## src/rtl/truth_table_scanner.sv

```systemverilog
// Clocked sequencer that walks an external combinational function through every
// input vector, captures its truth table, counts the ones and checks it against a reference.
module truth_table_scanner #(
    parameter int N_IN   = 4,
    parameter int SETTLE = 1
) (
    input  logic                 clk,
    input  logic                 rst_n,
    input  logic                 start,
    input  logic                 abort,
    input  logic [2**N_IN-1:0]   expected,
    output logic [N_IN-1:0]      func_in,
    input  logic                 func_out,
    output logic                 busy,
    output logic                 done,
    output logic [2**N_IN-1:0]   table_out,
    output logic [N_IN:0]        ones_count,
    output logic                 match,
    output logic [N_IN-1:0]      mismatch_idx,
    output logic [1:0]           state_dbg
);

    localparam int TW = 2**N_IN;
    localparam int SW = (SETTLE < 1) ? 1 : $clog2(SETTLE + 1);
    localparam logic [N_IN-1:0] LAST_IDX = '1;

    // Handshake: start is a level sampled on the rising edge and is only acted on in
    // IDLE; abort is likewise a sampled level, acted on in DRIVE/SAMPLE (and IDLE).
    typedef enum logic [1:0] {
        S_IDLE   = 2'd0,
        S_DRIVE  = 2'd1,
        S_SAMPLE = 2'd2,
        S_DONE   = 2'd3
    } state_t;

    state_t          state, state_n;
    logic [N_IN-1:0] idx;
    logic [SW-1:0]   settle;
    logic [TW-1:0]   exp_q;
    logic [TW-1:0]   table_next;
    logic [TW-1:0]   diff;
    logic [N_IN-1:0] first_diff;

    always_ff @(posedge clk or negedge rst_n) begin
        if (!rst_n) state <= S_IDLE;
        else        state <= state_n;
    end

    always_comb begin
        state_n = state;
        case (state)
            S_IDLE:   if (start && !abort) state_n = S_DRIVE;
            S_DRIVE: begin
                if (abort)                   state_n = S_IDLE;
                else if (settle <= SW'(1))   state_n = S_SAMPLE;
            end
            S_SAMPLE: begin
                if (abort)                   state_n = S_IDLE;
                else if (idx == LAST_IDX)    state_n = S_DONE;
                else                         state_n = S_DRIVE;
            end
            S_DONE:   state_n = S_IDLE;
            default:  state_n = S_IDLE;
        endcase
    end

    // Compare against the table including the bit being written this cycle, so match
    // and mismatch_idx are already valid while done is high.
    always_comb begin
        table_next      = table_out;
        table_next[idx] = func_out;
        diff            = table_next ^ exp_q;
        first_diff      = '0;
        for (int i = TW - 1; i >= 0; i--) begin
            if (diff[i]) first_diff = N_IN'(i);
        end
    end

    always_ff @(posedge clk or negedge rst_n) begin
        if (!rst_n) begin
            idx          <= '0;
            settle       <= '0;
            exp_q        <= '0;
            table_out    <= '0;
            ones_count   <= '0;
            match        <= 1'b0;
            mismatch_idx <= '0;
        end else begin
            case (state)
                S_IDLE: begin
                    if (start && !abort) begin
                        exp_q        <= expected;
                        table_out    <= '0;
                        ones_count   <= '0;
                        match        <= 1'b0;
                        mismatch_idx <= '0;
                        idx          <= '0;
                        settle       <= SW'(SETTLE);
                    end
                end
                S_DRIVE: begin
                    if (abort) begin
                        idx          <= '0;
                        settle       <= '0;
                        table_out    <= '0;
                        ones_count   <= '0;
                        match        <= 1'b0;
                        mismatch_idx <= '0;
                    end else if (settle > SW'(1)) begin
                        settle <= settle - SW'(1);
                    end
                end
                S_SAMPLE: begin
                    if (abort) begin
                        idx          <= '0;
                        settle       <= '0;
                        table_out    <= '0;
                        ones_count   <= '0;
                        match        <= 1'b0;
                        mismatch_idx <= '0;
                    end else begin
                        table_out  <= table_next;
                        ones_count <= ones_count + {{N_IN{1'b0}}, func_out};
                        // The last increment wraps idx to 0, returning func_in to 0.
                        idx        <= idx + 1'b1;
                        settle     <= SW'(SETTLE);
                        if (idx == LAST_IDX) begin
                            match        <= (diff == '0);
                            mismatch_idx <= first_diff;
                        end
                    end
                end
                default: ;
            endcase
        end
    end

    assign func_in   = idx;
    assign busy      = (state == S_DRIVE) || (state == S_SAMPLE);
    assign done      = (state == S_DONE);
    assign state_dbg = state;

endmodule

```

## config.mk

```make
export PLATFORM = sky130hd
export DESIGN_NAME = truth_table_scanner
export DESIGN_NICKNAME = d
export VERILOG_FILES = /design/src/rtl/truth_table_scanner.sv
export SDC_FILE = /design/constraint.sdc
export NUM_CORES = 1
export LEC_CHECK = 0
export BUFFER_PORTS_ARGS = -buffer_cell sky130_fd_sc_hd__buf_2
export CAP_MARGIN = 20
export CORE_MARGIN = 2
export CORE_UTILIZATION = 35
export DETAILED_ROUTE_END_ITERATION = 16
export HOLD_SLACK_MARGIN = 0.03
export PLACE_DENSITY = 0.6
export SYNTH_ARGS = -nofsm -noshare
export SYNTH_HDL_FRONTEND = slang
export SYNTH_SLANG_ARGS = --single-unit
```

## constraint.sdc

```tcl
create_clock -name clk -period 2 [get_ports clk]
set_input_delay 0.1 -clock clk [delete_from_list [all_inputs] [get_ports clk]]
set_output_delay 0.1 -clock clk [all_outputs]
set_load 0.01 [all_outputs]
```

-- Word-level counts from Yosys, hierarchy flattened
Cells that the tools add are included.
- $add $sub $neg: 3
- $lt $le $gt $ge: 4
- equality and inequality tests: 9
- multiplexer cells: 50
- bitwise operators: 1
- reduce and logical (&&, ||, !) cells: 12
- operators with widths (kind ; count):
    4-bit 2-to-1 mux ; 21
    16-bit 2-to-1 mux ; 3
    16-bit one-hot mux with 3 select lines ; 1
    4-bit one-hot mux with 3 select lines ; 2
    16-bit bitwise mux ; 1
    16-bit logical NOT ; 1
    16-bit XOR ; 1
    5-bit 2-to-1 mux ; 3
    5-bit one-hot mux with 3 select lines ; 1
    2-bit 2-to-1 mux ; 5
    1-bit 2-to-1 mux ; 9
    3-bit != test (second input constant) ; 3
    2-bit one-hot mux with 4 select lines ; 1
    1-bit one-hot mux with 3 select lines ; 2
    3-bit AND reduction ; 2
    5-bit by 1-bit adder with 5-bit output ; 1
    4-bit by 5-bit < comparator with 1-bit output (second input constant) ; 1
    4-bit by 1-bit adder with 4-bit output (second input constant) ; 1
    1-bit demux with 4-bit select ; 1
    2-bit equality test (second input constant) ; 2
    4-bit equality test (second input constant) ; 1
    4-bit by 1-bit greater-or-equal comparator with 1-bit output (second input constant) ; 1
    2-bit != test (second input constant) ; 2
    2-bit AND reduction ; 2
    other kinds (10) ; 11
- bits in registers: 49
- bits of input ports: 21
- output and inout bits: 34
- word-level logic and storage cells: 87

-- Depth between registers and ports, before layout
Gate-level depths: netlist of the first run.
- depth in word-level cells: 25
- gate-level depth with buffers: 8
- mapped depth without buffers: 8

-- Worst setup path after synthesis of the first run
No wires, ideal clock.
- path type: reg-to-reg
- start: register state[1] (netlist: state_dbg[1])
- end: register mismatch_idx[1]
- setup time: 76 ps
- arrival time: 2126 ps
- data required time: 1924 ps
- setup slack: -202 ps
- cell stages (with the launch flop): 9
- path buffers: 0
- clock period less this slack: 2202 ps
- cell sequence: dfrtp_1 > inv_1 > ha_1 > or4b_4 > nor4b_2 > mux2_4 > nand2_1 > or3_1 > o21ai_1
- longest elaborated chain between the ends: 3
- elaborated cells between the ends (all ways): 9
- classes of those cells: eq/ne: 5; mux: 1; reduce/logical: 3
- ends and longest elaborated chain (item ; line ; text):
    start, declared ; 36 ; state_t state, state_n;
    start signal, assigned ; 46 ; else state <= state_n;
    2-bit equality test, or another cell as far along ; 89 ; case (state)
    3-bit != test (no line), or another cell as far along ; -- ;
    4-bit AND reduction (no line) ; -- ;
    end signal, assigned ; 129 ; mismatch_idx <= first_diff;
    end, declared ; 19 ; output logic [N_IN-1:0] mismatch_idx,
Parallel ways exist; a longest one is shown, timed or not.
A chain may end at the register's enable or synchronous reset.

-- Worst setup path in the final report of the first run
- start: register state[0] (netlist: state_dbg[0])
- end: register mismatch_idx[1]
The elaborated chain is that of the path after synthesis.

==> metrics.txt, run 1 <==
outcome=complete, but fails checks; failing checks=setup timing; Routed Antenna Nets=0; clk buf depth=2; clock latency on the worst-skew pair=about 0.3 ns; syn nets=around 320; first-pass GRT wire length=about 12000 µm; WHS Path Cells=2; count of yosys warnings during synthesis=0; routability congestion estimate=~0.8; io pins=55; Core ar.=approximately 7800 µm²; type of the worst setup path=flop to flop; routed length per instance=around 15 µm; Worst-path clk slew=0.09 ns; routed wire length=7661 µm; RSZ-0062 raised after global routing=true; CP bufs+invs=0; n_diodes=0; largest net degree at the start of global routing=49; GRT overflow=0; Die Span Y=between 90 and 100 µm; max-slew violation count=0; Tot GR Track Use=between 15 and 20%; Worst Skew=between 0.01 and 0.015 ns; reg2reg start=state_dbg[0]; vias in the first global route=about 2600; count of non-filler cells in the finished layout=509; area grow syn2layout=43.60%; Largest delay share family, worst path=simple AND/OR/NAND/NOR gates; post-synth cell types=45; starting density of the core=a little over a third; PwrDens=just over 900 nW/µm²; dpl cell area=3694 µm²; Sink Count=48; min-delay worst type=primary input to flop; total number of vias=2577; drt pass-1 iters=4; type of origin of the critical path=flop; period utilisation layout=110.7%; slowest stage delay, CP=0.52 ns; Post-synth EDFFs=0; syn avg cell area=~10 µm²; Synth Flop Type=dfrtp_1; Pleak=~2 nW; FF-to-FF path depth=7; measured slew at the worst slew-check pin=0.4128 ns; Hold Fails Final Rpt=0; DIE AREA=about 8900 µm²; CTS tree=built; row cnt=32; CTS Buf Count=5; VDD IR max=0.7447 mV; Filler cells=between 700 and 800; post-synth top area share=between 40 and 50%; total power=roughly 3.7 mW; CP arrival=between 2 and 2.5 ns; Multi-input gate area=1739 µm²; relative slew slack=about 72%; Required @ worst endpoint=about 2.2 ns; placed cell count=480; remaining routing DRC violations=0; RR Endpoint=mismatch_idx[1]; peak fanout along the critical path=4; Setup crit start=state_dbg[0]; Die X=94.18 µm; Initial DRC Count=just over 90; r2r setup slk=-0.21 ns; crit path time final=about 2.2 ns; synth top area cells=dfrtp_1 42%, mux2_2 6.7%, o21ai_0 6.7%; count of final setup violators=6; critical path cell sequence=ha_2 -> or4b_4 -> nor4_2 -> mux2_4 -> nand2_1 -> or3_1 -> o21ai_1; Final Instance Area=4088 µm²; crit path capture type=flop; largest area contributor in the netlist=dfrtp_1; Max Cap Viol=0; antenna violations before repair=0; register area share after synthesis=approximately 42%; achievable clock frequency=approximately 450 MHz; DP HPWL=roughly 5500 µm; CTS root buf=clkbuf_8; FF+latch count, synth=48; Via-to-Cell Ratio=slightly above 5; Final Net Count=~440; Post-synth ARST share=between 90% and 100%; Mapped Cells=285; CTS H-tree depth=2; Hold Path End=exp_q[13]; layout cell share with drive strength beyond 1=roughly 43%; setup ws final=-0.2137 ns; Post-Syn Area=about 2800 µm²; Hold Path Origin=expected[13]; CP max stage cell=or4b_4; PortBufs=54; storage element area=1207 µm²
## worst max-delay path by stage
stage | endpoint | slack (ns) | cells past startpoint
global placement | mismatch_idx[1] | -0.26 | 7
CTS | mismatch_idx[1] | -0.18 | 7
global route | mismatch_idx[1] | -0.31 | 7
finish | mismatch_idx[1] | -0.21 | 7
detailed placement | mismatch_idx[1] | -0.28 | 7
floorplan | mismatch_idx[1] | -0.13 | 7
## per-stage QoR
step	setup TNS (ns)	hold WS [ns]	worst slack (ns)	util (%)
after global placement	-0.9467	0.1086	-0.2606	47.31
after floorplan	-0.1685	-0.1956	-0.1292	-
after detailed placement	-1.072	0.1181	-0.2848	47.31
after global routing	-1.417	0.03124	-0.3058	52.36
after CTS	-0.5451	0.03026	-0.1820	50.58
final	-0.6653	0.03073	-0.2137	52.36
## cells in the mapped netlist, types with 3 or more instances
cell type / n
nor3b_1: 4
xor2_1: 8
nand3_1: 9
nor2b_1: 4
o21ai_1: 5
dfrtp_1: 48
o22ai_1: 3
o21ai_0: 38
buf_4: 4
a21oi_1: 15
mux2_2: 17
nand2_1: 26
inv_1: 8
nand3b_1: 6
ha_1: 11
clkbuf_1: 8
nor2_1: 10
xnor2_1: 10
mux2i_1: 16
## kinds of logic after synthesis
family	share of synthesized area [%]
xor+xnor	5.538
mux	12.88
simple gates	15.47
fa+ha+maj	4.835
buf+inv	4.264
compound gates	14.81
flops	42.20
## metal layers
layer | vias up | share of wire, % | global-route usage, %
li1 | 1264 | - | -
met1 | 1254 | 46 | 23.34
met2 | 50 | 49 | 30.24
met3 | 9 | 3.5 | 3.210
met4 | 0 | 0.99 | 4.227
met5 | - | 0 | 0
## flip-flops by register name, indices dropped and copies added, names as in the netlist
name and cells:
func_in 4, mismatch_idx 4, ones_count 5, exp_q 16, match 1, state_dbg 2, table_out 16
## worst reg2reg max path: cells and delay by family, from the launching register on
family / cells / cell delay, ns
flip-flops: 1 / 0.46
AND/OR/NAND/NOR: 4 / 1.15
adder cells (fa/ha/maj): 1 / 0.21
multiplexers: 1 / 0.21
AO/OA/AOI/OAI: 1 / 0.12
## cell type report
class                   instances  share of cell area (%)
clock buffers                   7                   1.867
clock inverters                 1                  0.1224
inverters                       8                  0.8571
multi-input cells             215                   42.55
flip-flops and latches         48                   29.54
well taps                     102                   3.122
repair buffers                128                   21.95
## what timing repair did
action | 4_1_cts | 5_1_grt
setup buffers | 3 | 4
pin swaps | 8 | 3
endpoints found under the setup margin | 5 | 7
hold buffers | 7 | 7
gates resized for setup | 15 | 8
hold endpoints to repair | 54 | 7
## placed cells by master, fill, tap and decap left out, drive strengths merged, types with 7 or more instances in the layout
cell type | Yosys | routed
ha | 11 | 11
mux2 | 18 | 18
nor2 | 10 | 10
xnor2 | 10 | 10
o21ai | 43 | 43
nand2 | 26 | 26
clkbuf | 8 | 7
dfrtp | 48 | 48
mux2i | 16 | 16
a21oi | 15 | 15
buf | 6 | 114
dlygate4sd3 | 0 | 14
nand3 | 9 | 9
inv | 8 | 8
xor2 | 8 | 8
nand3b | 8 | 8
## power by group
| part | switching [mW] | internal, mW | total (mW) |
|---|---|---|---|
| logic | 0.869 | 0.907 | 1.78 |
| registers | 0.195 | 1.17 | 1.37 |
| clock network | 0.323 | 0.246 | 0.569 |
Power figures use the tool's default switching activity.
==> run 2, diff against run 1 <==
- clock period: 2 -> 1.82 ns (I/O delays scaled with it)
==> run 2 against run 1 <==
  * First-iteration DRC count fell by 35%
  * Clock skew fell by 0.0036 ns
  * Power increased by 18%
  * Cell count grew 2.4%
  * Critical endpoint unchanged
  * Critical path depth did not move
  * The flow still finishes with violations (setup timing)
  * Sequential cell count unchanged
==> metrics.txt, run 2 (synthesis gave the netlist of run 1 again) <==
Worst-path clk slew=0.09 ns; FF-to-FF path depth=7; antenna violations before repair=0; WHS Path Cells=4; Largest regs=exp_q x16, table_out x16, ones_count x5; Pleak=2.070 nW; total number of vias=2633; starting density of the core=approximately 36%; n_diodes=0; DP HPWL=5703 µm; largest net degree at the start of global routing=26; RR Endpoint=mismatch_idx[1]; routability congestion estimate=roughly 0.80; commonest cells after routing, fill and taps aside=59 x buf_4, 54 x buf_2, 43 x dfrtp_1; routed length per instance=around 15 µm; Tot GR Track Use=a little under a fifth; io pins=55; outcome=complete, but fails checks; r2r setup slk=-0.37 ns; slowest stage delay, CP=0.52 ns; crit path time final=2.191 ns; Routed Antenna Nets=0; Required @ worst endpoint=roughly 2 ns; period utilisation layout=120.4%; critical path cell sequence=ha_2 -> or4b_4 -> nor4_4 -> mux2_4 -> nand2_1 -> or3_1 -> o21ai_1; remaining routing DRC violations=0; CP arrival=2.43 ns; Final Net Count=450; layout cell share with drive strength beyond 1=between 40 and 50%; max-slew violation count=0; dpl ws=-0.3646 ns; Initial DRC Count=59; CP max stage cell=or4b_4; CTS Buf Count=5; Die X=~94 µm; first-pass GRT wire length=around 13000 µm; failing checks=setup timing; crit path capture type=flop; setup ws final=-0.3714 ns; Core ar.=7807 µm²; achievable clock frequency=456.3 MHz; total power=around 4.4 mW; clock latency on the worst-skew pair=0.30 ns; measured slew at the worst slew-check pin=around 0.43 ns; Sink Count=48; CTS tree=built; PortBufs=between 50 and 60; RSZ-0062 raised after global routing=true; VDD IR max=0.6107 mV; reg2reg start=state_dbg[0]; relative slew slack=71.14%; clk buf depth=2; count of final setup violators=24; Max Cap Viol=0; Via-to-Cell Ratio=5.054; routed wire length=7992 µm; type of origin of the critical path=flop; GRT overflow=0; PwrDens=between 1000 and 1500 nW/µm²; drt pass-1 iters=4; row cnt=32; type of the worst setup path=flop to flop; Die Span Y=between 90 and 100 µm; vias in the first global route=approximately 2700; min-delay worst type=primary input to flop; Hold Fails Final Rpt=0; area grow syn2layout=52.79%; CTS H-tree depth=2; peak fanout along the critical path=4; Worst Skew=0.007154 ns; DIE AREA=about 8900 µm²; CTS root buf=clkbuf_8; commonest non-fill, non-tap cell in the layout=buf_4; Hold Path Origin=abort; Hold Path End=state_dbg[1]
[run 2: metal layers]
layer | vias up | part of all wire [%] | track usage, %
li1 | 1291 | - | -
met1 | 1277 | 44 | 23.58
met2 | 55 | 50 | 31.96
met3 | 10 | 4.4 | 3.612
met4 | 0 | 1.6 | 5.435
met5 | - | 0 | 0
[run 2: worst max-delay path: cells and delay by family (launching register included)]
family                     cells  cell delay, ns
and+or+nand+nor                4            1.13
DFF                            1            0.46
muxes                          1            0.21
AOI/OAI and AO/OA              1            0.13
adders and majority gates      1            0.20
[run 2: worst max-delay path by stage]
| stage | startpoint | end | slack (ns) | cells after the start |
|---|---|---|---|---|
| floorplan | state_dbg[0] | mismatch_idx[1] | -0.31 | 7 |
| global placement | func_in[1] | mismatch_idx[1] | -0.32 | 9 |
| detailed placement | state_dbg[1] | mismatch_idx[1] | -0.36 | 8 |
| CTS | state_dbg[1] | mismatch_idx[1] | -0.36 | 8 |
| global route | state_dbg[0] | mismatch_idx[1] | -0.44 | 7 |
| finish | state_dbg[0] | mismatch_idx[1] | -0.37 | 7 |
[run 2: final cells by class]
class	count	area (µm²)
Inverter	8	35.03
Clock buffer	8	90.09
Tap cell	102	127.6
Sequential cell	48	1207
Timing Repair Buffer	140	1035
Fill cell	685	3458
Multi-Input combinational cell	215	1854
[run 2: power breakdown]
| group | total, mW | internal (mW) | switching, mW | leakage [nW] |
|---|---|---|---|---|
| Clock | 0.667 | 0.311 | 0.357 | 0.0455 |
| Combinational | 2.21 | 1.17 | 1.05 | 1.40 |
| Sequential | 1.51 | 1.29 | 0.228 | 0.626 |
[run 2: metrics by stage]
stage | setup TNS [ns] | area, µm² | hold slack (ns) | utilization (%) | std cells
2_1_floorplan | -2.344 | 2978 | -0.2046 | - | 285
3_3_place_gp | -1.404 | 3754 | 0.1172 | 48.08 | 485
3_5_place_dp | -1.605 | 3754 | 0.1125 | 48.08 | 485
4_1_cts | -1.623 | 4123 | 0.1964 | 52.80 | 513
5_1_grt | -4.789 | 4349 | 0.2325 | 55.71 | 521
6_report | -3.215 | 4349 | 0.1972 | 55.71 | 521
[run 2: timing repair]
action,in CTS,in global routing
cloned,0,1
pin swaps,15,11
buffers inserted,3,7
resized for setup,18,55
endpoints found under the hold margin,64,0
hold buffers,17,0
setup endpoints to repair,18,27
==> run 3, diff against run 2 <==
- MAX_ROUTING_LAYER: not set -> met4
==> run 3 against run 2 <==
  * The flow still finishes with violations (setup timing)
  * Sequential cell count stayed put
  * Final area is the same
  * Combinational power hardly changed
  * Non-clock buffer count stayed put
  * Hold slack better by 0.0024 ns
  * First-iteration DRC count rose by 1.7%
  * Critical path type unchanged
  * Sequential power hardly changed
  * Highest routed layer unchanged
  * Largest cell class unchanged
==> metrics.txt, run 3 (synthesis gave the netlist of run 1 again) <==
Sink Count=between 40 and 50; CP max stage cell=or4b_4; commonest non-fill, non-tap cell in the layout=buf_4; measured slew at the worst slew-check pin=~0.4 ns; outcome=complete, but fails checks; CP arrival=between 2 and 2.5 ns; Via-to-Cell Ratio=roughly 5; WHS Path Cells=4; DP HPWL=5703 µm; reg2reg start=state_dbg[0]; PortBufs=54; VDD IR max=0.6107 mV; hold slack=between 0.15 and 0.2 ns; Max Cap Viol=0; relative slew slack=between 70% and 80%; Hold Path Origin=abort; total power=roughly 4.4 mW; dpl ws=-0.3646 ns; GRT overflow=0; crit path capture type=flop; min-delay worst type=primary input to flop; Routed Antenna Nets=0; M1 wire length=about 3600 µm; peak fanout along the critical path=4; n_diodes=0; Hold Fails Final Rpt=0; Worst Skew=slightly below 0.008 ns; largest net degree at the start of global routing=26; layout cell share with drive strength beyond 1=approximately half; clock latency on the worst-skew pair=approximately 0.30 ns; routed length per instance=around 15 µm; Die X=94.18 µm; uppermost layer routed=met4; count of final setup violators=24; period utilisation layout=120.4%; Die Span Y=approximately 94 µm; CTS tree=built; CP bufs+invs=0; Largest regs=exp_q x16, table_out x16, ones_count x5; drt pass-1 iters=4; total number of vias=approximately 2600; Core ar.=approximately 7800 µm²; Layout Utilization=between 50% and 60%; starting density of the core=between 30% and 40%; vias in the first global route=around 2700; count of non-filler cells in the finished layout=between 500 and 600; CTS Buf Count=5; Pleak=about 2.1 nW; Required @ worst endpoint=approximately 2 ns; Final Net Count=450; r2r setup slk=-0.37 ns; FF-to-FF path depth=7; failing checks=setup timing; Initial DRC Count=60; antenna violations before repair=0; Filler cells=685; RSZ-0062 raised after global routing=true; RR Endpoint=mismatch_idx[1]; Worst-path clk slew=around 0.090 ns; Tot GR Track Use=approximately a fifth; commonest cells after routing, fill and taps aside=59 x buf_4, 54 x buf_2, 43 x dfrtp_1; PwrDens=approximately 1000 nW/µm²; WL met2=about 4000 µm; type of the worst setup path=flop to flop; first-pass GRT wire length=12920 µm; DIE AREA=8870 µm²; remaining routing DRC violations=0; Largest delay share family, worst path=simple AND/OR/NAND/NOR gates; achievable clock frequency=456.4 MHz; setup ws final=-0.3713 ns; row cnt=32; routed wire length=about 8000 µm; slowest stage delay, CP=roughly 0.52 ns; crit path time final=between 2 and 2.5 ns; io pins=between 50 and 60; routed wire length on met3=approximately 290 µm; area grow syn2layout=52.79%; routability congestion estimate=0.8123; CTS root buf=clkbuf_8; clk buf depth=2; CTS H-tree depth=2; Hold Path End=state_dbg[1]; critical path cell sequence=ha_2 -> or4b_4 -> nor4_4 -> mux2_4 -> nand2_1 -> or3_1 -> o21ai_1; placed cell count=485; max-slew violation count=0; type of origin of the critical path=flop
==> run 3: cell counts in the layout (fill, tap and decap cells not counted) <==
Identical to the previous run, type by type.
==> run 3: routing by layer <==
metal  vias up  global-route usage [%]
met3         8                   3.371
met2        58                   31.96
met5         -                       -
met1      1282                   23.68
met4         0                   5.435
li1       1297                       -
==> run 3: tightest hold or removal path, stage by stage <==
cell and delay [ns]:
buf_2 0.09, buf_4 0.11, or4_1 0.10, o21ai_0 0.08
==> run 3: final cells by class <==
type | instances | area, µm² | area share [%]
clock buffer | 8 | 90.09 | 2.071
multi-input combinational | 215 | 1854 | 42.64
timing repair buffer | 140 | 1035 | 23.79
tap | 102 | 127.6 | 2.934
sequential | 48 | 1207 | 27.76
inverter | 8 | 35.03 | 0.8055
==> run 3: where the power goes <==
group	switching, mW	total [mW]	leakage, nW	internal (mW)
Combinational	1.05	2.22	1.40	1.17
Clock	0.353	0.663	0.0455	0.311
Sequential	0.229	1.52	0.626	1.29
Total	1.63	4.39	2.07	2.76
==> run 3: per-stage QoR <==
| step | TNS (ns) | area, µm² |
|---|---|---|
| after floorplan | -2.344 | 2978 |
| after global placement | -1.404 | 3754 |
| after detailed placement | -1.605 | 3754 |
| after CTS | -1.623 | 4123 |
| after global routing | -4.805 | 4349 |
| final | -3.240 | 4349 |
==> run 3: worst max-delay path by stage <==
stage / startpoint / to / slack, ns / depth (start not counted)
finish: state_dbg[0] / mismatch_idx[1] / -0.37 / 7
global route: state_dbg[0] / mismatch_idx[1] / -0.45 / 7
CTS: state_dbg[1] / mismatch_idx[1] / -0.36 / 8
detailed placement: state_dbg[1] / mismatch_idx[1] / -0.36 / 8
global placement: func_in[1] / mismatch_idx[1] / -0.32 / 9
floorplan: state_dbg[0] / mismatch_idx[1] / -0.31 / 7
==> run 3: what timing repair did <==
action | CTS | global route
buffers inserted | 3 | 7
endpoints found under the hold margin | 64 | 0
hold buffers | 17 | 0
resized for setup | 18 | 55
pin swaps | 15 | 11
gates cloned | 0 | 1
endpoints found under the setup margin | 18 | 27
